**config.mk**
```make
export PLATFORM = sky130hd
export DESIGN_NAME = if_fetch_unit
export DESIGN_NICKNAME = d
export VERILOG_FILES = /design/src/rtl/if_fetch_unit.sv
export SDC_FILE = /design/constraint.sdc
export NUM_CORES = 1
export LEC_CHECK = 0
export ABC_AREA = 0
export CAP_MARGIN = 20
export CORE_AREA = 3 3 164 126
export DETAILED_ROUTE_END_ITERATION = 8
export DIE_AREA = 0 0 167 129
export PLACE_DENSITY = 0.61
export SLEW_MARGIN = 30
export SYNTH_ARGS = -nofsm -noshare
export SYNTH_HDL_FRONTEND = slang
export SYNTH_SLANG_ARGS = --single-unit
```
**constraint.sdc**
```tcl
create_clock -name clk -period 6.1 [get_ports clk]
set_input_delay 1.22 -clock clk [delete_from_list [all_inputs] [get_ports clk]]
set_output_delay 1.22 -clock clk [all_outputs]
set_load 0.05 [all_outputs]
```
**src/rtl/if_fetch_unit.sv**
```systemverilog
// Instruction-fetch stage: PC register, next-PC selection and IF/ID pipeline register.
// Optional performance counters are enabled by defining IF_PERF_CNT_EN.
module if_fetch_unit #(
    parameter logic [31:0] RESET_PC   = 32'h8000_0000,
    parameter logic [31:0] EXC_VECTOR = 32'h8000_0004,
    parameter logic [31:0] NOP_INSTR  = 32'h0000_0000
) (
    input  logic        clk,
    input  logic        reset,
    input  logic        stall,
    input  logic        redirect_en,
    input  logic [31:0] redirect_pc,
    input  logic        exc_en,
    output logic        imem_en,
    output logic [30:0] imem_addr,
    input  logic [31:0] imem_dout,
    output logic [31:0] if_pc,
    output logic        id_valid,
    output logic [31:0] id_pc,
    output logic [31:0] id_pc_plus4,
    output logic [31:0] id_instr,
    output logic        id_adel
`ifdef IF_PERF_CNT_EN
    ,
    output logic [31:0] perf_fetch_cnt,
    output logic [31:0] perf_bubble_cnt
`endif
);

    typedef enum logic [1:0] {
        ACT_LOAD   = 2'd0,
        ACT_BUBBLE = 2'd1,
        ACT_HOLD   = 2'd2
    } ifid_act_t;

    logic [31:0] pc_f_r;
    logic        f_valid_r;
    logic [31:0] pc_next_s;
    logic [31:0] pc_plus4_s;
    ifid_act_t   ifid_act_s;

    function automatic logic misaligned(input logic [31:0] addr);
        return (addr[1:0] != 2'b00);
    endfunction

    // Next-PC selection; bit 31 (kernel segment) survives the low-31-bit wrap.
    always_comb begin
        pc_plus4_s = {pc_f_r[31], pc_f_r[30:0] + 31'd4};
        if (exc_en) begin
            pc_next_s = EXC_VECTOR;
        end else if (redirect_en) begin
            pc_next_s = redirect_pc;
        end else if (!f_valid_r) begin
            pc_next_s = pc_f_r;
        end else if (stall) begin
            pc_next_s = pc_f_r;
        end else begin
            pc_next_s = pc_plus4_s;
        end
    end

    // IF/ID action: redirects beat stall so a squashed slot never lingers.
    always_comb begin
        if (exc_en || redirect_en) begin
            ifid_act_s = ACT_BUBBLE;
        end else if (stall) begin
            ifid_act_s = ACT_HOLD;
        end else if (!f_valid_r) begin
            ifid_act_s = ACT_BUBBLE;
        end else begin
            ifid_act_s = ACT_LOAD;
        end
    end

    // Addressing pc_next keeps imem_dout aligned with pc_f despite the 1-cycle read latency.
    assign imem_en   = ~reset;
    assign imem_addr = pc_next_s[30:0];
    assign if_pc     = pc_f_r;

    // PC register and fetch-valid flag.
    always_ff @(posedge clk) begin
        if (reset) begin
            pc_f_r    <= RESET_PC;
            f_valid_r <= 1'b0;
        end else begin
            pc_f_r    <= pc_next_s;
            f_valid_r <= 1'b1;
        end
    end

    // IF/ID pipeline register.
    always_ff @(posedge clk) begin
        if (reset) begin
            id_valid    <= 1'b0;
            id_pc       <= 32'h0000_0000;
            id_pc_plus4 <= 32'h0000_0000;
            id_instr    <= NOP_INSTR;
            id_adel     <= 1'b0;
        end else begin
            case (ifid_act_s)
                ACT_LOAD: begin
                    id_valid    <= 1'b1;
                    id_pc       <= pc_f_r;
                    id_pc_plus4 <= pc_plus4_s;
                    id_adel     <= misaligned(pc_f_r);
                    id_instr    <= misaligned(pc_f_r) ? NOP_INSTR : imem_dout;
                end
                ACT_BUBBLE: begin
                    id_valid <= 1'b0;
                    id_instr <= NOP_INSTR;
                    id_adel  <= 1'b0;
                end
                ACT_HOLD: begin
                    id_valid <= id_valid;
                end
                default: begin
                    id_valid <= 1'b0;
                    id_instr <= NOP_INSTR;
                    id_adel  <= 1'b0;
                end
            endcase
        end
    end

`ifdef IF_PERF_CNT_EN
    // Fetch and bubble/stall-hold counters, free-running with natural wrap.
    always_ff @(posedge clk) begin
        if (reset) begin
            perf_fetch_cnt  <= 32'd0;
            perf_bubble_cnt <= 32'd0;
        end else begin
            case (ifid_act_s)
                ACT_LOAD:   perf_fetch_cnt  <= perf_fetch_cnt + 32'd1;
                ACT_BUBBLE: perf_bubble_cnt <= perf_bubble_cnt + 32'd1;
                ACT_HOLD:   perf_bubble_cnt <= perf_bubble_cnt + 32'd1;
                default:    perf_fetch_cnt  <= perf_fetch_cnt;
            endcase
        end
    end
`endif

endmodule

```
==> impl.org <==
** Route
- Post-route antenna net violation count :: 0
- Using the TritonRoute via totals, the vias-per-cell ratio works out to approximately 5.
- The detailed router placed around 5,800 vias in this run.
- In the final routed layout, each cell accounts on average for about 18 um.
- First drt pass iteration count :: 6
- Drt drc :: 0
- Starting DRC count in detailed routing :: roughly 400
- For this block, the routed nets add up to roughly 21,000 um of wire.

** Yosys
- Xor and xnor area share after synthesis :: 0.0613
- In this run, synthesis inferred 0 flip-flops with an integrated enable.
- After synthesis, the largest family of logic cells by area is simple AND/OR/NAND/NOR gates.
- After synthesis, the share of flip-flops with an asynchronous set or reset is 0.
- The Yosys step of the flow raised 0 warnings.
- The number of nets handed over by synthesis was between 700 and 800.
- Proportion of synthesized chip area in sequential cells :: 0.448
- Synthesis produced 720 cells.
- Area of the mapped netlist :: about 5700 um2
- Post-synthesis average cell area :: slightly below 8 um2
- Post-synth cell types :: 51
- Synthesis inferred 128 register bits.
- In the synthesized netlist the dominant register cell turns out to be sky130_fd_sc_hd__dfxtp_1.
- Area fraction in and, or, nand and nor cells after synthesis :: 0.263
- Arithmetic-cell share of the synthesized area counting full adders, half adders and majority gates :: 0.00219
- The share of the synthesized area in compound gates (AO/OA/AOI/OAI) was 0.154.
- Multiplexer share of the synthesized area :: 0.0125

** STA
- The number of hold violations in the final report was 0.
- For the pin with the worst max-slew slack, the measured transition is 0.925 ns.
- For the final database, setup skew stands at ~0.0061 ns.
- Setup violations remaining at the end of the flow were counted as 0.
- Max-slew headroom at the worst pin :: 0.378
- The worst path needs around 5.2 ns of the cycle, external delays included.
- Ratio of final minimum period to clock period :: 0.849
- Unrepaired setup endpoints after global routing :: no
- Setup TNS after final layout :: 0 ns
- Maximum operating frequency :: slightly below 0.2 GHz
- Final number of max-transition violations :: 0

** Job
- The tool flagged a number of max-cap violations equal to 0.

** Worst setup path
- Crit path arrival time :: 3.96 ns
- Of all nets on the critical path, the largest fanout is 12.
- STA classifies the critical path endpoint as an output port.
- STA classifies the critical path startpoint as an input port.
- The worst setup path is of the in -> out kind.
- Count of cells along the worst register-to-register path :: 5
- STA puts the critical path data required time at between 4 and 5 ns.

** Final layout
- Share of cells above drive strength 1 :: 0.0731
- For this run, the post-layout net count is 973.
- Layout area overhead :: 54.1%
- In the final layout, the multi-input gates occupy 2840 um2.
- Antenna Cells :: 0
- Sequential cell area in the final layout :: roughly 2600 um2
- Final core utilization :: 0.459
- Once layout is done, the placed cells without fillers occupy a little under 9000 um2.
- Number of filler cells placed in the layout :: between 1,500 and 2,000

** Power and ir drop
- VDD sags by at most roughly 0.00014 V.
- Dividing total power by cell area gives a power density of about 270 nW/um2.
- Net switching share of the total power :: 0.254
- Of the total power, the clock network draws 0.496.
- Net Sw Power :: 613 uW
- Combinational fraction of design power :: 0.138
- Internal portion of total power :: ~1.8 mW
- Power share of the sequential group :: 0.366
- Summed over all cells, the static leakage comes to approximately 3.0 nW.

** Clock tree
- The clock tree synthesis step divided the H-tree into 4 levels.
- Clock latency on the worst-skew pair, taken at its later pin, is slightly above 0.4 ns.
- Once the clock tree was built, the setup fixing pass inserted 0 buffers.
- Gates resized during post-CTS repair numbered 0.
- TritonCTS clock tree :: built
- The tree built by TritonCTS fans out to about 130 sinks.
- Maximum root-to-sink buffer count :: 2
- Root Driver :: sky130_fd_sc_hd__clkbuf_16
- In this run, CTS created clock tree buffers numbering 17.
- For this design, the CTS-stage hold fixing added 0 buffers.
- After clock tree synthesis, the clock-pin slew on the worst setup and hold paths is approximately 0.060 ns.

** Placement
- Total of buffers placed on input and output ports :: 230
- Placer Congestion :: around 0.75
- Half-perimeter wire length after detailed placement :: roughly 14,000 um
- Placed instance area :: approximately 8100 um2

** Global routing
- Entering global routing, the biggest net connects between 80 and 90 pins.
- The total overflow left after global routing is 0.
- The first global-routing pass estimated approximately 32,000 um of wire.
- The initial antenna violation count is 0.
- Total Routing Usage GR :: 0.192
- Vias in the first global route :: 5,534

** Floorplan
- Standard cell core area :: roughly 19,000 um2
- Die Y-Extent :: around 130 um
- The initialized floorplan defines 44 standard-cell rows.
- The die covers 21,500 um2.
- Horizontal die dimension :: roughly 170 um
- IO Pins :: ~230
- Starting density of the core :: 0.298

** Status
- Outcome :: finished, final reports clean

** Min path
- Class of the most critical hold timing path :: reg -> reg
- Min-Delay Path Depth :: 2
layer usage:
layer	vias up	GRT usage	wire, um
met2	182	0.297	9570
li1	2861	-	-
met5	-	0	0
met3	11	0.0670	1610
met4	0	0.0339	161
met1	2755	0.264	9890
cell families after synthesis:
kind of cell               after synthesis
and+or+nand+nor                        320
DFF                                    128
muxes                                    7
buffers and inverters                   81
xor gates and xnor gates                40
adders and majority gates                1
AOI/OAI and AO/OA                      143
Yosys cell counts (2+ instances only):
master,n,area (um2)
sky130_fd_sc_hd__or4_1,3,22.5
sky130_fd_sc_hd__nand2b_1,3,18.8
sky130_fd_sc_hd__dfxtp_1,128,2560
sky130_fd_sc_hd__o21ai_0,24,120
sky130_fd_sc_hd__and2_1,3,18.8
sky130_fd_sc_hd__a41o_1,2,20.0
sky130_fd_sc_hd__nor3_1,58,290
sky130_fd_sc_hd__nand3_1,14,70.1
sky130_fd_sc_hd__clkbuf_1,62,233
sky130_fd_sc_hd__buf_2,6,30.0
sky130_fd_sc_hd__buf_1,3,11.3
sky130_fd_sc_hd__or2_2,2,12.5
sky130_fd_sc_hd__and4_1,4,35.0
sky130_fd_sc_hd__xnor2_1,24,210
sky130_fd_sc_hd__xor2_1,16,140
sky130_fd_sc_hd__and3_1,5,31.3
sky130_fd_sc_hd__or3_1,2,12.5
sky130_fd_sc_hd__a211oi_1,8,60.1
sky130_fd_sc_hd__nor4_2,2,25.0
sky130_fd_sc_hd__a22oi_1,32,240
sky130_fd_sc_hd__nand4_1,15,93.8
sky130_fd_sc_hd__nor2b_1,5,31.3
sky130_fd_sc_hd__nand2_1,90,338
sky130_fd_sc_hd__a21oi_1,58,290
sky130_fd_sc_hd__mux2i_1,6,60.1
sky130_fd_sc_hd__nor3b_1,2,15.0
sky130_fd_sc_hd__buf_4,6,45.0
sky130_fd_sc_hd__o31ai_1,2,15.0
sky130_fd_sc_hd__inv_1,2,7.51
sky130_fd_sc_hd__a311oi_1,3,26.3
sky130_fd_sc_hd__nor4_1,9,56.3
sky130_fd_sc_hd__o21a_1,6,45.0
sky130_fd_sc_hd__nor2_1,97,364
placed cells by master (no fill, tap or decap), drive strengths merged, types with 2 or more instances in the layout:
master and n:
clkdlybuf4s50 221, dfxtp 128, nor2 97, nand2 90, a21oi 59, nor3 58
a22oi 32, o21ai 25, xnor2 24, clkbuf 23, buf 21, nand4 17
xor2 16, nand3 14, nor4 11, a211oi 8, o21a 6, mux2i 6
bufinv 6, and3 5, nor2b 5, and4 4, or4 4, nand2b 3
a311oi 3, and2 3, inv 3, a41o 2, or2 2, o31ai 2
clkinvlp 2, or3 2, nor3b 2
power groups by stage:
stage	Combinational [mW]	Clock, mW	Sequential (mW)
floorplan	0.145	0	0.949
global placement	0.331	0	0.901
detailed placement	0.331	0	0.901
CTS	0.332	1.22	0.883
global route	0.351	1.27	0.886
finish	0.332	1.20	0.883
metrics by stage:
step	instances	setup WS, ns	power, mW	hold WS (ns)
final	1169	0.920	2.41	0.453
after global routing	1169	0.704	2.50	0.472
after CTS	1168	0.956	2.44	0.455
after detailed placement	1136	1.01	1.23	0.446
after global placement	1136	1.03	1.23	0.441
after floorplan	720	1.46	1.09	0.445
state kept, by name (all words and copies together) (netlist names):
name         flops
id_adel          1
if_pc           32
id_valid         1
id_instr        32
id_pc           32
id_pc_plus4     29
f_valid_r        1
worst max-delay path: stages:
cell	delay (ns)
sky130_fd_sc_hd__clkdlybuf4s50_1	0.44
sky130_fd_sc_hd__nand2b_1	0.38
sky130_fd_sc_hd__buf_4	0.32
sky130_fd_sc_hd__o311ai_0	0.46
sky130_fd_sc_hd__nand2_1	0.11
sky130_fd_sc_hd__and3b_1	0.24
sky130_fd_sc_hd__nor2_1	0.05
sky130_fd_sc_hd__clkdlybuf4s50_1	0.74
area by class of cell:
class	instances	area share
Multi-Input combinational cell	511	0.322
Tap cell	253	0.0359
Clock buffer	23	0.0565
Sequential cell	128	0.291
Clock inverter	9	0.0227
Timing Repair Buffer	242	0.271
Inverter	3	0.00128
final timing paths:
kind	from	to	slack, ns
min	id_pc[23]	id_pc[23]	0.45
max reg2reg	if_pc[4]	id_pc_plus4[27]	3.27
max	stall	imem_addr[21]	0.92
min reg2reg	id_pc[23]	id_pc[23]	0.45
Note: power is estimated with default switching activity, not from simulation.
